`config.mk`:
```
export PLATFORM = sky130hd
export DESIGN_NAME = product_accumulator
export DESIGN_NICKNAME = d
export VERILOG_FILES = /design/src/rtl/product_accumulator_pkg.sv /design/src/rtl/product_accumulator.sv
export SDC_FILE = /design/constraint.sdc
export NUM_CORES = 1
export LEC_CHECK = 0
export ABC_AREA = 1
export BUFFER_PORTS_ARGS = -buffer_cell sky130_fd_sc_hd__buf_2
export CAP_MARGIN = 25
export CORE_AREA = 2 2 57 59
export DETAILED_ROUTE_END_ITERATION = 8
export DIE_AREA = 0 0 59 61
export PLACE_DENSITY_LB_ADDON = 0.05
export SLEW_MARGIN = 30
export SYNTH_ARGS = -nofsm -noshare
export SYNTH_HDL_FRONTEND = slang
export SYNTH_SLANG_ARGS = --single-unit
```
`constraint.sdc`:
```
create_clock -name clk -period 3.8 [get_ports clk]
set_input_delay 0.19 -clock clk [delete_from_list [all_inputs] [get_ports clk]]
set_output_delay 0.19 -clock clk [all_outputs]
set_load 0.005 [all_outputs]
```
`src/rtl/product_accumulator_pkg.sv`:
```
// Shared definitions for the product accumulator: state encoding and
// width helpers used for parameter checking.
package product_accumulator_pkg;

    typedef enum logic {
        ACCUM = 1'b0,
        HOLD  = 1'b1
    } state_t;

    localparam int DEFAULT_NUM_TERMS = 4;
    localparam int TERM_CNT_W        = $clog2(DEFAULT_NUM_TERMS) + 1;

    function automatic int term_cnt_width(input int num_terms);
        return $clog2(num_terms) + 1;
    endfunction

    // Smallest accumulator that cannot wrap when summing num_terms 8-bit products.
    function automatic int min_acc_width(input int num_terms);
        return 8 + $clog2(num_terms);
    endfunction

endpackage

```
`src/rtl/product_accumulator.sv`:
```
// Sums NUM_TERMS unsigned 8-bit products received over valid/ready and
// presents the registered total on a valid/ready output port.
module product_accumulator
    import product_accumulator_pkg::*;
#(
    parameter  int NUM_TERMS = 4,
    parameter  int ACC_WIDTH = 10,
    localparam int TCW       = term_cnt_width(NUM_TERMS)
) (
    input  logic                 clk,
    input  logic                 reset,
    input  logic                 clear,
    input  logic                 in_valid,
    output logic                 in_ready,
    input  logic [7:0]           in_product,
    output logic                 out_valid,
    input  logic                 out_ready,
    output logic [ACC_WIDTH-1:0] out_sum,
    output logic [TCW-1:0]       term_count
);

    localparam logic [TCW-1:0] LAST_TERM = TCW'(NUM_TERMS - 1);

    if (NUM_TERMS < 2 || NUM_TERMS > 256) begin : g_bad_num_terms
        $error("product_accumulator: NUM_TERMS must be in 2..256");
    end

    // Narrower accumulators are legal; the sum then wraps modulo 2^ACC_WIDTH.
    if (ACC_WIDTH < min_acc_width(NUM_TERMS)) begin : g_wrapping_acc
    end

    state_t               state;
    state_t               state_nxt;
    logic [ACC_WIDTH-1:0] acc;
    logic [ACC_WIDTH-1:0] sum;
    logic                 accept;
    logic                 last;

    assign in_ready = (state == ACCUM);
    assign accept   = in_valid & in_ready & ~clear;
    assign last     = (term_count == LAST_TERM);
    assign sum      = acc + ACC_WIDTH'(in_product);

    always_comb begin
        state_nxt = state;
        if (clear) begin
            state_nxt = ACCUM;
        end else begin
            case (state)
                ACCUM:   if (accept && last) state_nxt = HOLD;
                HOLD:    if (out_ready)      state_nxt = ACCUM;
                default: state_nxt = ACCUM;
            endcase
        end
    end

    always_ff @(posedge clk or posedge reset) begin
        if (reset) begin
            state <= ACCUM;
        end else begin
            state <= state_nxt;
        end
    end

    always_ff @(posedge clk or posedge reset) begin
        if (reset) begin
            acc        <= '0;
            term_count <= '0;
            out_sum    <= '0;
            out_valid  <= 1'b0;
        end else if (clear) begin
            acc        <= '0;
            term_count <= '0;
            out_valid  <= 1'b0;
        end else if (accept) begin
            if (last) begin
                out_sum    <= sum;
                acc        <= '0;
                term_count <= '0;
                out_valid  <= 1'b1;
            end else begin
                acc        <= sum;
                term_count <= term_count + TCW'(1);
            end
        end else if (out_valid && out_ready) begin
            out_valid <= 1'b0;
        end
    end

endmodule

```
==> results.txt <==
The count of nets left with antenna violations once routing finished came out at 0. The overall global routing resource usage is 18.32%. After routing the design area is 1643 um2.

The fraction of layout cells with a size suffix above 1 is 19.14%. Timing would allow up to 592.5 MHz. Yosys printed 0 warnings. In the routed design, unresolved DRC markers number 0.

The vertical extent of the die came out at around 61 um. Clock-pin slew was measured on the worst setup and hold paths at 0.16 ns. The number of antenna cells inserted is 0. The worst setup slack for register-to-register paths came out at 2.11 ns. Summing all placed instances gives a cell area of 1603 um2. The length in cells of the worst reg-to-reg path came out at 9. At the end of routability-driven placement, the weighted congestion stood at 0.8313. The aggregate routed wire length is ~3000 um. Hold repair after CTS inserted 0 buffers. The number of pins exceeding their max-slew limit in the final report is 0. The number of standard-cell rows in the floorplan is 20. The CTS H-tree depth came out at 1. The number of gates resized after CTS was 0. The critical path arrival came out at 1.95 ns. The number of vias per cell after detailed routing is 5.128.

The type of the worst setup path is reg -> reg. The total power per unit cell area is 377.8 nW/um2. The number of distinct library cells after synthesis came out at 29.

The count of boundary I/O pins is 28. The final critical delay including setup and external delays is 1.688 ns. The routed via count came out at 1241. The flow ran to the end, and the final reports show no timing, DRC or antenna violations. STA classifies the critical path startpoint as a flop. The kind of capture point of the worst setup path is a flop. Setup repair after global routing left no endpoint under its margin.

The synthesized design contains 25 register bits. The tree is rooted in a clkbuf_4. The clock passes through at most 2 buffers. The top fanout value on the critical path is 3. The mean instance size in the synthesized netlist came out at 8.059 um2. The source-to-sink clock delay at the later pin of the worst-skew pair is 0.32 ns. Once the floorplan was initialized, standard cells occupied 48.86% of the core. The net total in the final layout is approximately 230. TritonCTS built the clock tree. The number of max-capacitance violations reported is 0.

In this run the critical register-to-register path is launched from acc[0]. The slew of the pin with the lowest slew margin is 0.5191 ns. The total setup violations reported at the end of the flow is 0. The startpoint identified for the worst hold timing path is out_ready. The number of instances on the worst hold path is 2.

For this design the static power due to leakage is 0.0009794 uW. Leaving out fill and tap cells, the most frequent cell in the layout is nand2_1. The worst pin sits at a relative slew slack of ~65%. The violation count after the first detailed-route iteration is 44.

In this run the worst setup path begins at acc[0]. The post-synthesis sequential area ratio is a little over two fifths. The number of hold violations in the final report came to 0. The number of antenna violations at the first check in global routing came out at 0. In the layout the commonest cells are 65 x nand2_1, 27 x buf_2, 25 x dfrtp_1. The x dimension of the die is 59 um. The final routed wire length divided by cell count came out at 12.31 um.

The first-pass detailed-route iteration total is 4. The number of nets in the synthesized netlist is 202. The number of clock buffers inserted by TritonCTS came out at 3. The endpoint required time on the critical path is between 4 and 5 ns.

After clock tree synthesis, the setup repair step added 0 buffers. The endpoint with the worst hold slack is state. VDD sags by at most 0.0001964 V. The worst-case clock skew is 0.01573 ns. The min-delay analysis places its worst path in the category in -> reg. The number of instances in the synthesized netlist came out at between 150 and 200. The floorplan step defined a core boundary enclosing 2953 um2.

The remaining global-route overflow is 0. The area added between synthesis and finish came out at 13.88%. Clock tree synthesis found a total of 25 sinks. The global-route wire length before repair came out at approximately 5000 um. The die covers approximately 3600 um2. In this run the tool buffered the top-level ports with 27 buffer cells. The half-perimeter wire length after placement came out at 2341 um. Entering global routing, the biggest net connects 26 pins.

The endpoint identified for the worst register-to-register timing path is acc[4]. The number of global-route vias before repair is 1164. The final cycle utilization of the critical path came out at 44.41%.

After routing, the total negative slack on setup checks comes to 0 ns. The netlist area before placement is 1443 um2.
cell type report:
type | count | area (um2)
flip-flops and latches | 25 | 625.6
clock buffers | 3 | 22.52
fillers | 283 | 1310
repair buffers | 28 | 145.1
inverters | 23 | 88.84
well taps | 33 | 41.29
clock inverters | 1 | 7.507
multi-input cells | 129 | 711.9
kinds of logic (layout without fill, tap and decap cells):
| logic type | after synthesis | in the layout | synth area share [%] |
|---|---|---|---|
| and+or+nand+nor | 98 | 98 | 30.53 |
| DFF | 25 | 25 | 43.37 |
| AOI/OAI and AO/OA | 18 | 18 | 7.807 |
| xor gates and xnor gates | 3 | 3 | 1.822 |
| buffers and inverters | 25 | 55 | 7.285 |
| adders and majority gates | 10 | 10 | 9.194 |
how the worst max path moves through the flow:
stage | endpoint | cells past startpoint
after floorplan | acc[8] | 11
after global placement | out_sum[4] | 9
after detailed placement | out_sum[4] | 9
after CTS | out_sum[4] | 9
after global routing | out_sum[8] | 11
final | acc[4] | 9
cell usage after synthesis:
| cell type | number | area [um2] |
|---|---|---|
| a21boi_0 | 1 | 7.510 |
| a21oi_1 | 4 | 20.02 |
| a22o_1 | 2 | 17.52 |
| buf_2 | 1 | 5.000 |
| buf_6 | 1 | 11.26 |
| dfrtp_1 | 25 | 625.6 |
| fa_1 | 1 | 20.02 |
| ha_1 | 9 | 112.6 |
| inv_1 | 20 | 75.07 |
| inv_2 | 2 | 7.510 |
| inv_4 | 1 | 6.260 |
| nand2_1 | 65 | 244.0 |
| nand2_4 | 1 | 11.26 |
| nand3_1 | 17 | 85.08 |
| nand3b_1 | 2 | 15.01 |
| nand4_1 | 3 | 18.77 |
| nor2_1 | 6 | 22.52 |
| nor2_2 | 1 | 6.260 |
| nor2_4 | 1 | 11.26 |
| nor2_8 | 1 | 20.02 |
| o211ai_1 | 1 | 7.510 |
| o21a_1 | 1 | 7.510 |
| o21ai_0 | 6 | 30.03 |
| o21ai_2 | 1 | 8.760 |
| o22ai_1 | 1 | 6.260 |
| o31ai_1 | 1 | 7.510 |
| or2_1 | 1 | 6.260 |
| xnor2_1 | 2 | 17.52 |
| xor2_1 | 1 | 8.760 |
power by group:
| group | leakage, uW | total (uW) | switching, uW | internal, uW |
|---|---|---|---|---|
| sequential | 0.000339 | 318 | 18.8 | 299 |
| clock | 0.0000139 | 126 | 85.8 | 40.1 |
| combinational | 0.000627 | 177 | 104 | 73.1 |
layer usage:
metal	up-vias	track usage, %	part of all wire, %	routed length (um)
met3	4	2.772	2.4	71
met2	19	31.43	48	1444
li1	633	-	-	-
met4	0	6.169	1.3	38
met1	585	23.76	48	1425
met5	-	0	0	0
state kept, by name, indices dropped and copies added, names as in the netlist:
| register | count |
|---|---|
| acc | 10 |
| state | 1 |
| term_count | 3 |
| out_valid | 1 |
| out_sum | 10 |
critical path: stages (launching register included):
cell	delay [ns]
dfrtp_1	0.37
ha_1	0.18
inv_1	0.06
fa_1	0.40
inv_1	0.10
nand3_1	0.06
nand2_1	0.10
xor2_1	0.23
nand2_1	0.08
nand2_1	0.06
metrics by stage:
stage	total power [uW]	setup slack (ns)	instances	hold WS, ns	util (%)
after floorplan	442.4	2.253	179	0.2173	-
after global placement	497.3	2.151	237	0.3771	54.28
after detailed placement	500.4	2.114	237	0.3795	54.28
after CTS	628.3	2.093	241	0.01608	55.30
after global routing	670.0	1.918	242	0.008281	55.64
final	620.6	2.112	242	0.02170	55.64
Power figures use the tool's default switching activity.
